[config.mk]
export PLATFORM = sky130hd
export DESIGN_NAME = html_layout_engine
export DESIGN_NICKNAME = d
export VERILOG_FILES = /design/src/rtl/html_layout_engine.sv
export SDC_FILE = /design/constraint.sdc
export NUM_CORES = 1
export LEC_CHECK = 0
export CORE_ASPECT_RATIO = 0.8
export CORE_MARGIN = 2
export CORE_UTILIZATION = 52
export CTS_CLUSTER_SIZE = 16
export DETAILED_ROUTE_END_ITERATION = 12
export GPL_TIMING_DRIVEN = 0
export PLACE_DENSITY = 0.69
export REMOVE_ABC_BUFFERS = 1
export SLEW_MARGIN = 20
export SYNTH_ARGS = -nofsm -noshare
export SYNTH_HDL_FRONTEND = slang
export SYNTH_SLANG_ARGS = --single-unit
[constraint.sdc]
create_clock -name clock -period 19 [get_ports clock]
set_input_delay 3.8 -clock clock [delete_from_list [all_inputs] [get_ports clock]]
set_output_delay 3.8 -clock clock [all_outputs]
set_load 0.005 [all_outputs]
[src/rtl/html_layout_engine.sv]
// html_layout_engine: nested style/box context stack turning markup events into rect and glyph draw commands.
// Define LAYOUT_WRAP_EN to wrap text at the box's right edge instead of suppressing overflowing glyphs.
`ifndef ELE_TAG_BITES
`define ELE_TAG_BITES 2
`endif
`ifndef TAG_BODY
`define TAG_BODY 2'd0
`endif
`ifndef TAG_P
`define TAG_P 2'd1
`endif
`ifndef TAG_DIV
`define TAG_DIV 2'd2
`endif
`ifndef ATTRIBUTE_TYPE_BITES
`define ATTRIBUTE_TYPE_BITES 4
`endif
`ifndef ATT_COLOR
`define ATT_COLOR 4'd0
`define ATT_SIZE 4'd1
`define ATT_WIDTH 4'd2
`define ATT_HEIGHT 4'd3
`define ATT_BG 4'd4
`define ATT_MARGIN 4'd5
`define ATT_PADDING 4'd6
`define ATT_BORDER 4'd7
`endif

module html_layout_engine #(
    parameter int X_W = 8,
    parameter int Y_W = 7,
    parameter int COLOR_W = 3,
    parameter int VAL_W = 8,
    parameter int STACK_DEPTH = 4,
    parameter int SCREEN_W = 160,
    parameter int SCREEN_H = 120,
    parameter int FONT_W = 5,
    parameter int FONT_H = 7,
    parameter int KERNING = 1
) (
    input  logic                             clock,
    input  logic                             reset,
    input  logic                             evt_valid,
    output logic                             evt_ready,
    input  logic [1:0]                       evt_kind,
    input  logic [`ELE_TAG_BITES-1:0]        evt_tag,
    input  logic [`ATTRIBUTE_TYPE_BITES-1:0] evt_attr_type,
    input  logic [VAL_W-1:0]                 evt_attr_value,
    input  logic [7:0]                       evt_char,
    output logic                             rect_valid,
    input  logic                             rect_ready,
    output logic [X_W-1:0]                   rect_x,
    output logic [Y_W-1:0]                   rect_y,
    output logic [X_W-1:0]                   rect_w,
    output logic [Y_W-1:0]                   rect_h,
    output logic [COLOR_W-1:0]               rect_bg,
    output logic [COLOR_W-1:0]               rect_border_color,
    output logic                             rect_has_border,
    output logic                             glyph_valid,
    input  logic                             glyph_ready,
    output logic [7:0]                       glyph_char,
    output logic [X_W-1:0]                   glyph_x,
    output logic [Y_W-1:0]                   glyph_y,
    output logic [VAL_W-1:0]                 glyph_size,
    output logic [COLOR_W-1:0]               glyph_color,
    output logic [$clog2(STACK_DEPTH+1)-1:0] depth,
    output logic                             err_overflow,
    output logic                             err_underflow
);
    localparam int XW1 = X_W + 1;
    localparam int YW1 = Y_W + 1;
    localparam int DW = $clog2(STACK_DEPTH + 1);

    typedef enum logic [2:0] {IDLE, APPLY, EMIT_RECT, EMIT_GLYPH, POP} state_t;

    typedef struct packed {
        logic [COLOR_W-1:0] color;
        logic [VAL_W-1:0]   size;
        logic [X_W-1:0]     bx;
        logic [Y_W-1:0]     by;
        logic [X_W-1:0]     bw;
        logic [Y_W-1:0]     bh;
        logic [VAL_W-1:0]   margin;
        logic [VAL_W-1:0]   padding;
        logic [COLOR_W-1:0] bg;
        logic               border_en;
        logic [COLOR_W-1:0] border_color;
        logic [XW1-1:0]     cx;
        logic [YW1-1:0]     cy;
    } ctx_t;

    function automatic ctx_t strip(input ctx_t c);
        ctx_t r = c;
        r.margin = '0;
        r.padding = '0;
        r.bw = '0;
        r.bh = '0;
        return r;
    endfunction

    state_t state;
    ctx_t cur, pend, child, par, root;
    ctx_t stk [0:(1<<DW)-1];
    logic [`ELE_TAG_BITES-1:0] tag_stk [0:(1<<DW)-1];
    logic [`ELE_TAG_BITES-1:0] op_tag;
    logic [7:0] dropped;
    logic [DW-1:0] top_i;
    logic [XW1-1:0] sw, adv, right, dx, gx;
    logic [YW1-1:0] sh, bot, gy;
    logic draw_rect, glyph_ok;

    assign evt_ready = state == IDLE && !reset;
    assign top_i = depth - 1'b1;

    always_comb begin
        root = '0;
        root.color = COLOR_W'(7);
        root.size = VAL_W'(1);
        root.bw = X_W'(SCREEN_W);
        root.bh = Y_W'(SCREEN_H);
        sw = XW1'(cur.size) * XW1'(FONT_W);
        adv = XW1'(cur.size) * XW1'(FONT_W + KERNING);
        sh = YW1'(cur.size) * YW1'(FONT_H);
        right = XW1'(cur.bx) + XW1'(cur.bw) - XW1'(cur.padding);
        bot = YW1'(cur.by) + YW1'(cur.bh);
        gx = cur.cx;
        gy = cur.cy;
`ifdef LAYOUT_WRAP_EN
        if (gx + sw > right) begin
            gx = XW1'(cur.bx) + XW1'(cur.padding);
            gy = gy + sh;
        end
        glyph_ok = gy + sh <= bot;
`else
        glyph_ok = gy + sh <= bot && gx + sw <= right;
`endif
        dx = cur.cx + XW1'(pend.margin);
        child = pend;
        child.bx = cur.bx;
        child.by = cur.by;
        child.bw = cur.bw;
        child.bh = cur.bh;
        if (op_tag == `TAG_BODY) begin
            child.bx = '0;
            child.by = '0;
            child.bw = X_W'(SCREEN_W);
            child.bh = Y_W'(SCREEN_H);
        end else if (op_tag == `TAG_DIV) begin
            child.bx = X_W'(dx);
            child.by = Y_W'(cur.cy + YW1'(pend.margin));
            // An unsized div stretches to whatever the parent has left on the right.
            child.bw = pend.bw != '0 ? pend.bw :
                       dx < XW1'(cur.bx) + XW1'(cur.bw) ? X_W'(XW1'(cur.bx) + XW1'(cur.bw) - dx) : '0;
            child.bh = pend.bh;
        end
        child.cx = XW1'(child.bx) + XW1'(pend.padding);
        child.cy = YW1'(child.by) + YW1'(pend.padding);
        draw_rect = op_tag == `TAG_BODY || (op_tag == `TAG_DIV && pend.bw != '0 && pend.bh != '0);
        par = stk[top_i];
        par.cx = XW1'(par.bx) + XW1'(par.padding);
        par.cy = tag_stk[top_i] == `TAG_P ? cur.cy + sh :
                 tag_stk[top_i] == `TAG_DIV ? YW1'(cur.by) + YW1'(cur.bh) + YW1'(cur.margin) : par.cy;
    end

    always_ff @(posedge clock) begin
        if (reset) begin
            state <= IDLE;
            depth <= '0;
            dropped <= '0;
            err_overflow <= 1'b0;
            err_underflow <= 1'b0;
            rect_valid <= 1'b0;
            glyph_valid <= 1'b0;
            op_tag <= '0;
            cur <= root;
            pend <= root;
        end else begin
            case (state)
                IDLE: if (evt_valid) begin
                    case (evt_kind)
                        2'd0: case (evt_attr_type)
                            `ATT_COLOR: pend.color <= COLOR_W'(evt_attr_value);
                            `ATT_SIZE: pend.size <= evt_attr_value;
                            `ATT_WIDTH: pend.bw <= X_W'(evt_attr_value);
                            `ATT_HEIGHT: pend.bh <= Y_W'(evt_attr_value);
                            `ATT_BG: pend.bg <= COLOR_W'(evt_attr_value);
                            `ATT_MARGIN: pend.margin <= evt_attr_value;
                            `ATT_PADDING: pend.padding <= evt_attr_value;
                            `ATT_BORDER: begin
                                pend.border_en <= 1'b1;
                                pend.border_color <= COLOR_W'(evt_attr_value);
                            end
                            default: ;
                        endcase
                        2'd1: if (depth == DW'(STACK_DEPTH)) begin
                            err_overflow <= 1'b1;
                            dropped <= dropped + 1'b1;
                        end else begin
                            op_tag <= evt_tag;
                            state <= APPLY;
                        end
                        2'd2: if (dropped != '0) dropped <= dropped - 1'b1;
                            else if (depth == '0) err_underflow <= 1'b1;
                            else state <= POP;
                        default: if (evt_char >= 8'h20) begin
                            cur.cx <= gx;
                            cur.cy <= gy;
                            if (glyph_ok) begin
                                glyph_char <= evt_char;
                                glyph_x <= X_W'(gx);
                                glyph_y <= Y_W'(gy);
                                glyph_size <= cur.size;
                                glyph_color <= cur.color;
                                glyph_valid <= 1'b1;
                                state <= EMIT_GLYPH;
                            end
                        end
                    endcase
                end
                APPLY: begin
                    stk[depth] <= cur;
                    tag_stk[depth] <= op_tag;
                    cur <= child;
                    pend <= strip(child);
                    depth <= depth + 1'b1;
                    rect_x <= child.bx;
                    rect_y <= child.by;
                    rect_w <= child.bw;
                    rect_h <= child.bh;
                    rect_bg <= child.bg;
                    rect_border_color <= child.border_color;
                    rect_has_border <= child.border_en;
                    rect_valid <= draw_rect;
                    state <= draw_rect ? EMIT_RECT : IDLE;
                end
                EMIT_RECT: if (rect_ready) begin
                    rect_valid <= 1'b0;
                    state <= IDLE;
                end
                EMIT_GLYPH: if (glyph_ready) begin
                    glyph_valid <= 1'b0;
                    cur.cx <= cur.cx + adv;
                    state <= IDLE;
                end
                POP: begin
                    cur <= par;
                    pend <= strip(par);
                    depth <= depth - 1'b1;
                    state <= IDLE;
                end
                default: state <= IDLE;
            endcase
        end
    end
endmodule

# After elaboration in Yosys (flattened, before gate mapping)
# Memory sizes are Yosys's and may differ from the RTL's.
# Index checks and enable logic that the tools add are counted.
totals:
  word_cells: 203
  regBits: 221
  in_bits: 29
  output_inout_bits: 79
  memories: 2
  mem_bits_rw: 664
memory_table:
  columns: ["name", "words", "word_bits", "rd", "rd_ports_with_merged_regs", "write_ports", "line", "text"]
  rows:
  - ["stk", 8, 81, 1, 0, 1, "103", "ctx_t stk [0:(1<<DW)-1];"]
  - ["tag_stk", 8, 2, 1, 0, 1, "104", "logic [`ELE_TAG_BITES-1:0] tag_stk [0:(1<<DW)-1];"]
op_classes:
  n_addsub: 17
  n_reduce_logical: 40
  n_mul: 3
  bitwise_logic: 5
  n_eq_ne: 40
  magnitude_cmp: 4
  n_mux: 50
ops:
  columns: ["cell", "n"]
  rows:
  - ["$pmux 64 s2", 1]
  - ["$pmux 38 s3", 1]
  - ["$mux 8", 10]
  - ["$mux 38", 2]
  - ["$mux 30", 2]
  - ["$pmux 8 s2", 2]
  - ["$reduce_and 4->1", 8]
  - ["$mux 3", 10]
  - ["$add 8x8->9", 3]
  - ["$pmux 9 s3", 1]
  - ["$mux 11", 2]
  - ["$pmux 11 s2", 1]
  - ["$ne 2x1->1 const B", 10]
  - ["$reduce_and 5->1", 4]
  - ["$add 9x9->9", 2]
  - ["$add 8x8->8", 2]
  - ["$eq 4x3->1 const B", 4]
  - ["$ne 2x2->1 const B", 8]
  - ["$reduce_bool 8->1", 2]
  - ["$pmux 3 s4", 1]
  - ["$reduce_and 6->1", 2]
  - ["$reduce_bool 2->1", 5]
  - ["$add 9x8->9", 1]
  - ["$le 9x9->1", 1]
  - ["other kinds (45)", 74]

# Longest topological paths before layout
# Gate-level depths: netlist (run 1).
depth:
  depth_word: 9
  mapped_depth: 22
  depth_no_buf: 19

# Least setup slack after synthesis (run 1)
# No wires, ideal clock.
synth_path:
  kind: "input port to flip-flop"
  start: "in reset"
  end: "mem stk[0][0] in the netlist's numbering, enable pin"
  t_arrival_ns: 11.086
  setup_slack_ns: 7.225
  required_ns: 18.311
  setup_time_ns: 0.689
  n_path_buf: 0
  path_stages: 3
  path_cell_list: "inv_1 > nand2_1 > nor4_1"
synth_via:
  elab_chain_len: 2
synth_rtl:
  columns: ["item", "line", "text"]
  rows:
  - ["start: declaration", "42", "input logic reset,"]
  - ["$mux 1", "166", "if (reset) begin"]
  - ["$mux 1 (not written as such)", "221", "stk[depth] <= cur;"]
  - ["end: declaration", "103", null]
# Every way passes these cells.

# Worst setup path after layout (run 1)
layout_path:
  start: "in reset"
  end: "out evt_ready"
layout_via:
  elab_chain_len: 2
layout_rtl:
  columns: ["item", "line", "text"]
  rows:
  - ["$logic_not 1->1", "112", "assign evt_ready = state == IDLE && !reset;"]
  - ["$logic_and 1x1->1", "112", null]
  - ["end: declaration", "44", "output logic evt_ready,"]
# Every way passes these cells.

==> results of run 1 <==
final cells by class:
type                       instances  area share
antenna                            1   0.0000586
multi-input combinational       1537       0.300
clock buffer                     110      0.0517
tap                              924      0.0271
timing repair buffer             217      0.0583
sequential                       813       0.537
clock inverter                    42      0.0137
inverter                         132      0.0116
power by group through the flow:
| stage | clock (mW) | combinational [mW] | sequential [mW] |
|---|---|---|---|
| 6_report | 1.67 | 2.00 | 2.17 |
| 5_1_grt | 1.76 | 2.16 | 2.18 |
| 4_1_cts | 1.69 | 1.99 | 2.17 |
| 3_5_place_dp | 0 | 1.97 | 2.20 |
| 3_3_place_gp | 0 | 2.02 | 2.29 |
| 2_1_floorplan | 0 | 1.40 | 2.20 |
worst reg2reg max path: stages (launching register included):
cell and delay [ps]:
dfxtp_1 930, inv_1 240, fa_1 550, fa_1 490, inv_1 40, ha_1 320, nor2b_1 170, o31a_1 260
o21ai_0 210, nand2b_1 100, xnor2_1 280, ha_1 310, a21oi_1 160, o21ai_0 160, nor2_1 120, a21oi_1 170
a21oi_1 600, nand3_1 170, nor4_2 800, buf_4 310, buf_2 230, buf_2 230, buf_2 240, buf_2 230
cells in the final DEF, fill, tap and decap left out, drive strengths merged, types with 29 or more instances in the layout:
master	count
mux4	148
dfxtp	150
a21o	29
buf	111
xnor2	61
clkbuf	110
inv	135
nand2	288
o211ai	36
nor2	147
xor2	32
ha	151
nand3	42
fa	30
clkdlybuf4s50	106
edfxtp	663
mux2i	43
a21oi	170
o21ai	88
state kept, by name, indices dropped and copies added (netlist names), 9 cells and up:
signal and count:
stk 576, pend 15, cur 64, tag_stk 16, child 34, gx 9
metrics by stage:
step                       util  hold WS [ps]  area (um2)  setup TNS [ps]  total power [mW]
after floorplan               -           425       36100               0              3.61
after global placement    0.553           436       38300        -5686600              4.31
after detailed placement  0.575           460       39900               0              4.17
after CTS                 0.616           471       42700               0              5.85
after global routing      0.616           488       42700               0              6.10
final                     0.616           469       42700               0              5.84
cell families (layout without fill, tap and decap cells):
group                      after synthesis  count (layout)  synth area share
AOI/OAI and AO/OA                      476             476            0.0817
other                                    0               1                 0
DFF                                    813             813             0.626
buffers and inverters                  245             501            0.0272
xor gates and xnor gates                93              93            0.0225
adders and majority gates              181             181            0.0680
muxes                                  192             192             0.104
and+or+nand+nor                        595             595            0.0703
per-layer routing:
layer  track usage  vias up  part of all wire
met5             0        -           0.00014
met4        0.0725        2             0.025
met3        0.0513      177             0.088
met2         0.401     1090              0.45
met1         0.386    11800              0.44
li1              -    10200                 -
path summary, 6_finish.rpt:
kind,start,end,depth (start not counted)
max,reset,evt_ready,4
min,child[79]$_SDFFE_PP1P_,child[79]$_SDFFE_PP1P_,2
max reg2reg,cur[72]$_SDFFE_PP0N_,glyph_y[4]$_DFFE_PP_,23
min reg2reg,child[79]$_SDFFE_PP1P_,child[79]$_SDFFE_PP1P_,2
==> run summary, run 1 <==
The clock insertion delay at the later pin of the skew report came out at 670 ps. The internal power came out at 3.86 mW. Traced cell by cell, the critical path runs through buf_6 -> buf_16 -> nor2_1 -> clkdlybuf4s50_1. 108 I/O pins were placed. The number of antenna violations at the first check in global routing came to 2. In this run, synthesis produced a sequential element count of 813.

The synthesized area per cell came out at 14.1 um2. The number of I/O port buffers is 107. The cell with the biggest individual delay on the critical path is clkdlybuf4s50_1.

Sorting the synthesized cells by how often they occur yields edfxtp_1, nand2_1, a21oi_1, ha_1, dfxtp_1. The top achievable clock speed is 111 MHz. The share of total power dissipated in the clock network is 0.286. Across the routed clock network, the largest skew measured is 30.0 ps.

The footprint of the multi-input gates came out at 0.0128 mm2. The share of total power dissipated in sequential elements is 0.372. The quantity of hold-fixing buffers added after cts is 0. For this design the total switching power over the nets is 1.98 mW. The fraction of registers with async set/reset came out at 0. STA puts the critical path data required time at 15200 ps. The initial core utilization came out at 0.528. The remaining antenna violation count after routing came out at 0.

The first global-routing pass estimated 141000 um of wire. Dividing the final minimum period by the clock period gives 0.474. The kind of cell with the highest combined delay along the critical path is buffers and inverters.

The final HPWL from detailed placement came out at 64700 um. The worst setup path is launched from an input port. The count of distinct cell types in the synthesized netlist is 74. For the worst setup path, the data arrival time is 5200 ps. In the synthesized netlist the dominant register cell turns out to be edfxtp_1.

The number of standard-cell rows in the floorplan came out at 86. The chip width is 301 um. Entering global routing, the biggest net connects 93 pins. The number of global-route vias before repair is 22900. In the final layout, flip-flops and latches occupy 0.0229 mm2. The largest vdd supply drop is 0.000109 V. The synthesized design spends more area on one cell type than any other, namely edfxtp_1. The number of hold violations in the final report is 0. Setup repair after global routing left no endpoint under its margin. Across all register-to-register paths, the minimum setup slack is 11350 ps. The region available for standard cell placement spans 0.0693 mm2. The area growth from synthesis to layout is 16.6%. The detail-routed via count per cell came out at 6.16. The vias after detailed routing is 23300. The die footprint is 0.0725 mm2. The die is 241 um tall.

The critical path contains buffers and inverters numbering 3 combined. Dividing the detail-routed wire length by the instance count gives 24.9 um. Synthesis produced 2595 cells.

Of the synthesized area, sequential elements account for 0.626. The total instance count after detailed placement came out at 3623. The post-CTS repair timing setup buffer count came out at 0. The final critical-path required period is 9000 ps. The placement-stage worst setup slack is 10030 ps.

The number of nets in the layout came out at 2992. Power spread over the standard cell area amounts to 137 mW/mm2. In this run the worst path has a maximum fanout of 92.

In the post-route analysis, the smallest setup slack over all paths is 10000 ps. In this run the number of H-tree levels came out at 3. The number of design-rule violations left by the first detailed-router iteration is 2420.

In the routed design, unresolved DRC markers number 0. The max-slew headroom at the worst pin is 0.328. For the pin with the worst max-slew slack, the measured transition is 998 ps. Gates resized during post-CTS repair numbered 0. The flow ran to the end, and the final reports show no timing, DRC or antenna violations. The clock buffer count from CTS came out at 81. The worst stage delay on the critical path came out at 460 ps. The number of clock sinks seen by CTS came out at 813. The setup violation total in the final timing report is 0. The min-delay analysis places its worst path in the category flip-flop to flip-flop. The number of non-filler instances in the completed layout is 3776. By area the synthesized netlist is led by edfxtp_1, mux4_2, dfxtp_1, ha_1, nand2_1. The count of maximum capacitance violations is 0. The area of the mapped netlist came out at 0.0366 mm2. Of the post-synthesis cell area, the dominant cell type holds 0.544.

The largest buffer count on any clock path is 3. Counting flops with a built-in enable in the synthesized netlist gives 663. The clock tree from TritonCTS is done. The count of yosys warnings during synthesis came out at 0. The share of cells above drive strength 1 is 0.147. The routability congestion estimate came out at 0.908. The count of final max-slew check failures came out at 0. The first detailed-routing pass took 6 iterations. The kind of end point of the critical path is an output pin. For this design the static power due to leakage is 15.1 nW. The routed wire length came out at 93900 um.

The dominant cell by count in the synthesized netlist is edfxtp_1. The number of fill cells is 5101. After clock tree synthesis, the clock-pin slew on the worst setup and hold paths is 60 ps. The critical path is of the input port to output pin type.

Of the total power, the share spent switching nets is 0.339. For this run the aggregate overflow at the end of global routing stands at 0. The clock root buffer master is clkbuf_16. The combinational group share of total power is 0.343. Across every metal layer, demand over resource in global routing totals 0.262.
No activity file was read; power rests on OpenSTA's default activity.
==> run 2, diff against run 1 <==
Settings changed: PLACE_DENSITY 0.69 to 0.72.
Clock period 19 ns to 7.9 ns, I/O delays scaled along.
==> run summary, run 2 (synthesis results as in run 1) <==
Result of the run: finished, final reports clean (unchanged). The largest vdd supply drop is 0.000234 V (was 0.000109 V). The clock buffer count from CTS is 79 (was 81). The largest buffer count on any clock path came out at 3 (unchanged). The all-layer global routing usage came to 0.263 (was 0.262).

The clock slew seen by the registers of the worst setup and hold paths came out at 70 ps (was 60 ps). The worst reg2reg path startpoint is cur[72]$_SDFFE_PP0N_ (unchanged). The count of maximum capacitance violations is 0 (unchanged).

The number of I/O port buffers is 107 (unchanged). The quantity of hold-fixing buffers added after cts came out at 0 (unchanged). The standard cell core area is 0.0693 mm2 (unchanged). The number of antenna violations at the first check in global routing is 2 (unchanged).

The number of hold violations in the final report was 0 (unchanged). The DRC violations left came out at 0 (unchanged). The die footprint came out at 0.0725 mm2 (unchanged).

The clock insertion delay at the later pin of the skew report came out at 670 ps (about the same). The maximum level of the CTS H-tree came out at 3 (unchanged). The routability congestion estimate is 0.947 (was 0.908). The sum of negative setup slack is 0 ps (unchanged).

Most frequent cells in the layout: edfxtp_1, nand2_1, a21oi_1 (unchanged). The initial core utilization is 0.528 (unchanged). The number of clock sinks seen by CTS is 813 (unchanged). The clock skew came out at 33.3 ps (was 30.0 ps). The final HPWL from detailed placement came out at 65000 um (was 64700 um). The arrival time of data at the critical path endpoint is 7450 ps (was 5200 ps). The top register by number of flip-flops is stk (unchanged). The count of final max-slew check failures came to 0 (unchanged). The post-CTS repair timing setup buffer count came to 0 (unchanged).

The final design utilization came out at 0.615 (was 0.616). The capture point of the worst reg-to-reg path is glyph_y[3]$_DFFE_PP_ (was glyph_y[4]$_DFFE_PP_). The number of cell instances on the worst register-to-register path is 23 (unchanged).

The global-route wire length before repair came to 142000 um (was 141000 um). The overall power consumption is 13.9 mW (was 5.84 mW). The commonest non-fill, non-tap cell in the layout is edfxtp_1 (unchanged). The detail-routed via count per cell was 6.17 (was 6.16). The area growth from synthesis to layout is 16.4% (was 16.6%). The max-slew headroom at the worst pin came to 0.258 (was 0.328). The setup violation total in the final timing report came to 0 (unchanged). The number of instances resized during post-cts repair is 0 (unchanged). The die extent in y was 241 um (unchanged).

The slack of the worst reg-to-reg path came to 790 ps (was 11350 ps). The detailed-route wire length per cell came out at 24.8 um (was 24.9 um). The power density relative to cell area is 326 mW/mm2 (was 137 mW/mm2). The number of design-rule violations left by the first detailed-router iteration came out at 2551 (was 2420). The routed wire length came out at 93500 um (was 93900 um). The final critical-path share of the clock period is 0.900.

The clock tree from TritonCTS is done (unchanged). The endpoint of the worst setup timing path was glyph_y[3]$_DFFE_PP_ (was evt_ready). The number of global-route vias before repair is 23200 (was 22900). The leakage power total is 15.1 nW (about the same). The top achievable clock speed is 141 MHz. The endpoint required time on the critical path came out at 8240 ps (was 15200 ps). The clock root buffer master is clkbuf_16 (unchanged). The category of the worst setup path launch point was a flip-flop (was input port). The startpoint of the worst setup timing path is cur[72]$_SDFFE_PP0N_ (was reset).

The number of ports placed on the die boundary came out at 108 (unchanged). The chip width is 301 um (unchanged). The share of cells above drive strength 1 is 0.147 (about the same). The overall overflow remaining after global route came out at 0 (unchanged). The number of standard-cell rows in the floorplan was 86 (unchanged). The maximum number of pins on one net before global-route repair came out at 69 (was 93). The kind of end point of the critical path is a flip-flop (was output pin).

Setup repair after global routing missed its margin: false (unchanged). The vias after detailed routing came out at 23300 (about the same). The sequential standard cell area came out at 0.0229 mm2 (about the same).

The remaining antenna violation count after routing came out at 0 (unchanged). The class of the tightest hold or removal check is flip-flop to flip-flop (unchanged). The footprint of the multi-input gates came to 0.0128 mm2 (unchanged). The actual slew at the worst max-slew pin came out at 1110 ps (was 998 ps). The number of fill cells came out at 5103 (was 5101). The class of the most critical setup path is flip-flop to flip-flop (was input port to output pin). The tightest hold margin came out at 469 ps (about the same). The flip-flop count of the largest register after layout was 576 (unchanged). The smallest clock period supported by the final layout is computed as 7110 ps. The detailed-routing iteration count for the pre-antenna-repair pass is 6 (unchanged).

The peak fanout along the critical path is 17 (was 92). The number of cells traversed by the worst hold path came to 2 (unchanged). The number of nets in the layout is 2993 (was 2992).
-- run 2: changes by cell type in the layout (fill, tap and decap cells not counted), moves of 2 or more --
cell,delta
clkbuf_1,-6
clkinv_2,+6
buf_16,+4
buf_2,+4
buf_4,-4
bufinv_16,-4
buf_8,+3
clkinvlp_4,-3
inv_6,+3
buf_12,-2
buf_6,-2
clkinv_1,+2
-- run 2: critical path, cell delays in order (launching register included) --
cell	delay [ps]
dfxtp_1	980
inv_1	240
fa_1	550
fa_1	490
inv_1	40
ha_1	320
nor2b_1	180
o31a_1	260
o21ai_0	220
nand2b_1	100
xnor2_1	260
ha_1	310
a21oi_1	170
o21ai_0	160
mux2i_1	160
a21oi_1	120
a21oi_1	610
nand3_1	170
nor4_2	250
buf_2	260
buf_2	200
buf_2	220
buf_2	230
buf_2	250
-- run 2: routing by layer --
metal,part of all wire,global-route usage
met2,0.45,0.405
met3,0.093,0.0530
met5,0.00014,0
met1,0.43,0.383
met4,0.026,0.0758
-- run 2: area by class of cell --
cell class,count,share of cell area
clock buffers,104,0.0510
clock inverters,43,0.0107
multi-input cells,1537,0.301
well taps,924,0.0271
inverters,132,0.0117
diodes,1,0.0000588
flip-flops and latches,813,0.538
repair buffers,220,0.0604
-- run 2: power by group --
group	total, mW	switching, mW	leakage [nW]	internal, mW
logic	4.89	2.77	6.50	2.12
registers	5.20	0.295	7.30	4.90
clock network	3.79	1.66	1.29	2.13
total	13.9	4.72	15.1	9.15
-- run 2: worst min path at each step --
stage	endpoint	from	slack, ps
after floorplan	rect_bg[0]$_DFFE_PP_	child[21]$_SDFFE_PP0P_	420
after global placement	rect_has_border$_DFFE_PP_	child[20]$_SDFFE_PP0P_	440
after detailed placement	rect_has_border$_DFFE_PP_	child[20]$_SDFFE_PP0P_	450
after CTS	rect_border_color[1]$_DFFE_PP_	child[18]$_SDFFE_PP0P_	470
after global routing	rect_border_color[1]$_DFFE_PP_	child[18]$_SDFFE_PP0P_	490
final	child[80]$_SDFFE_PP1P_	child[80]$_SDFFE_PP1P_	470
-- run 2: stage by stage --
stage | cell area (um2) | setup WS (ps) | std cells
3_3_place_gp | 38300 | -30110 | 3513
5_1_grt | 42600 | 426 | 3773
4_1_cts | 42600 | 933 | 3773
3_5_place_dp | 40000 | 980 | 3626
6_report | 42600 | 787 | 3774
2_1_floorplan | 36100 | -8010 | 2482
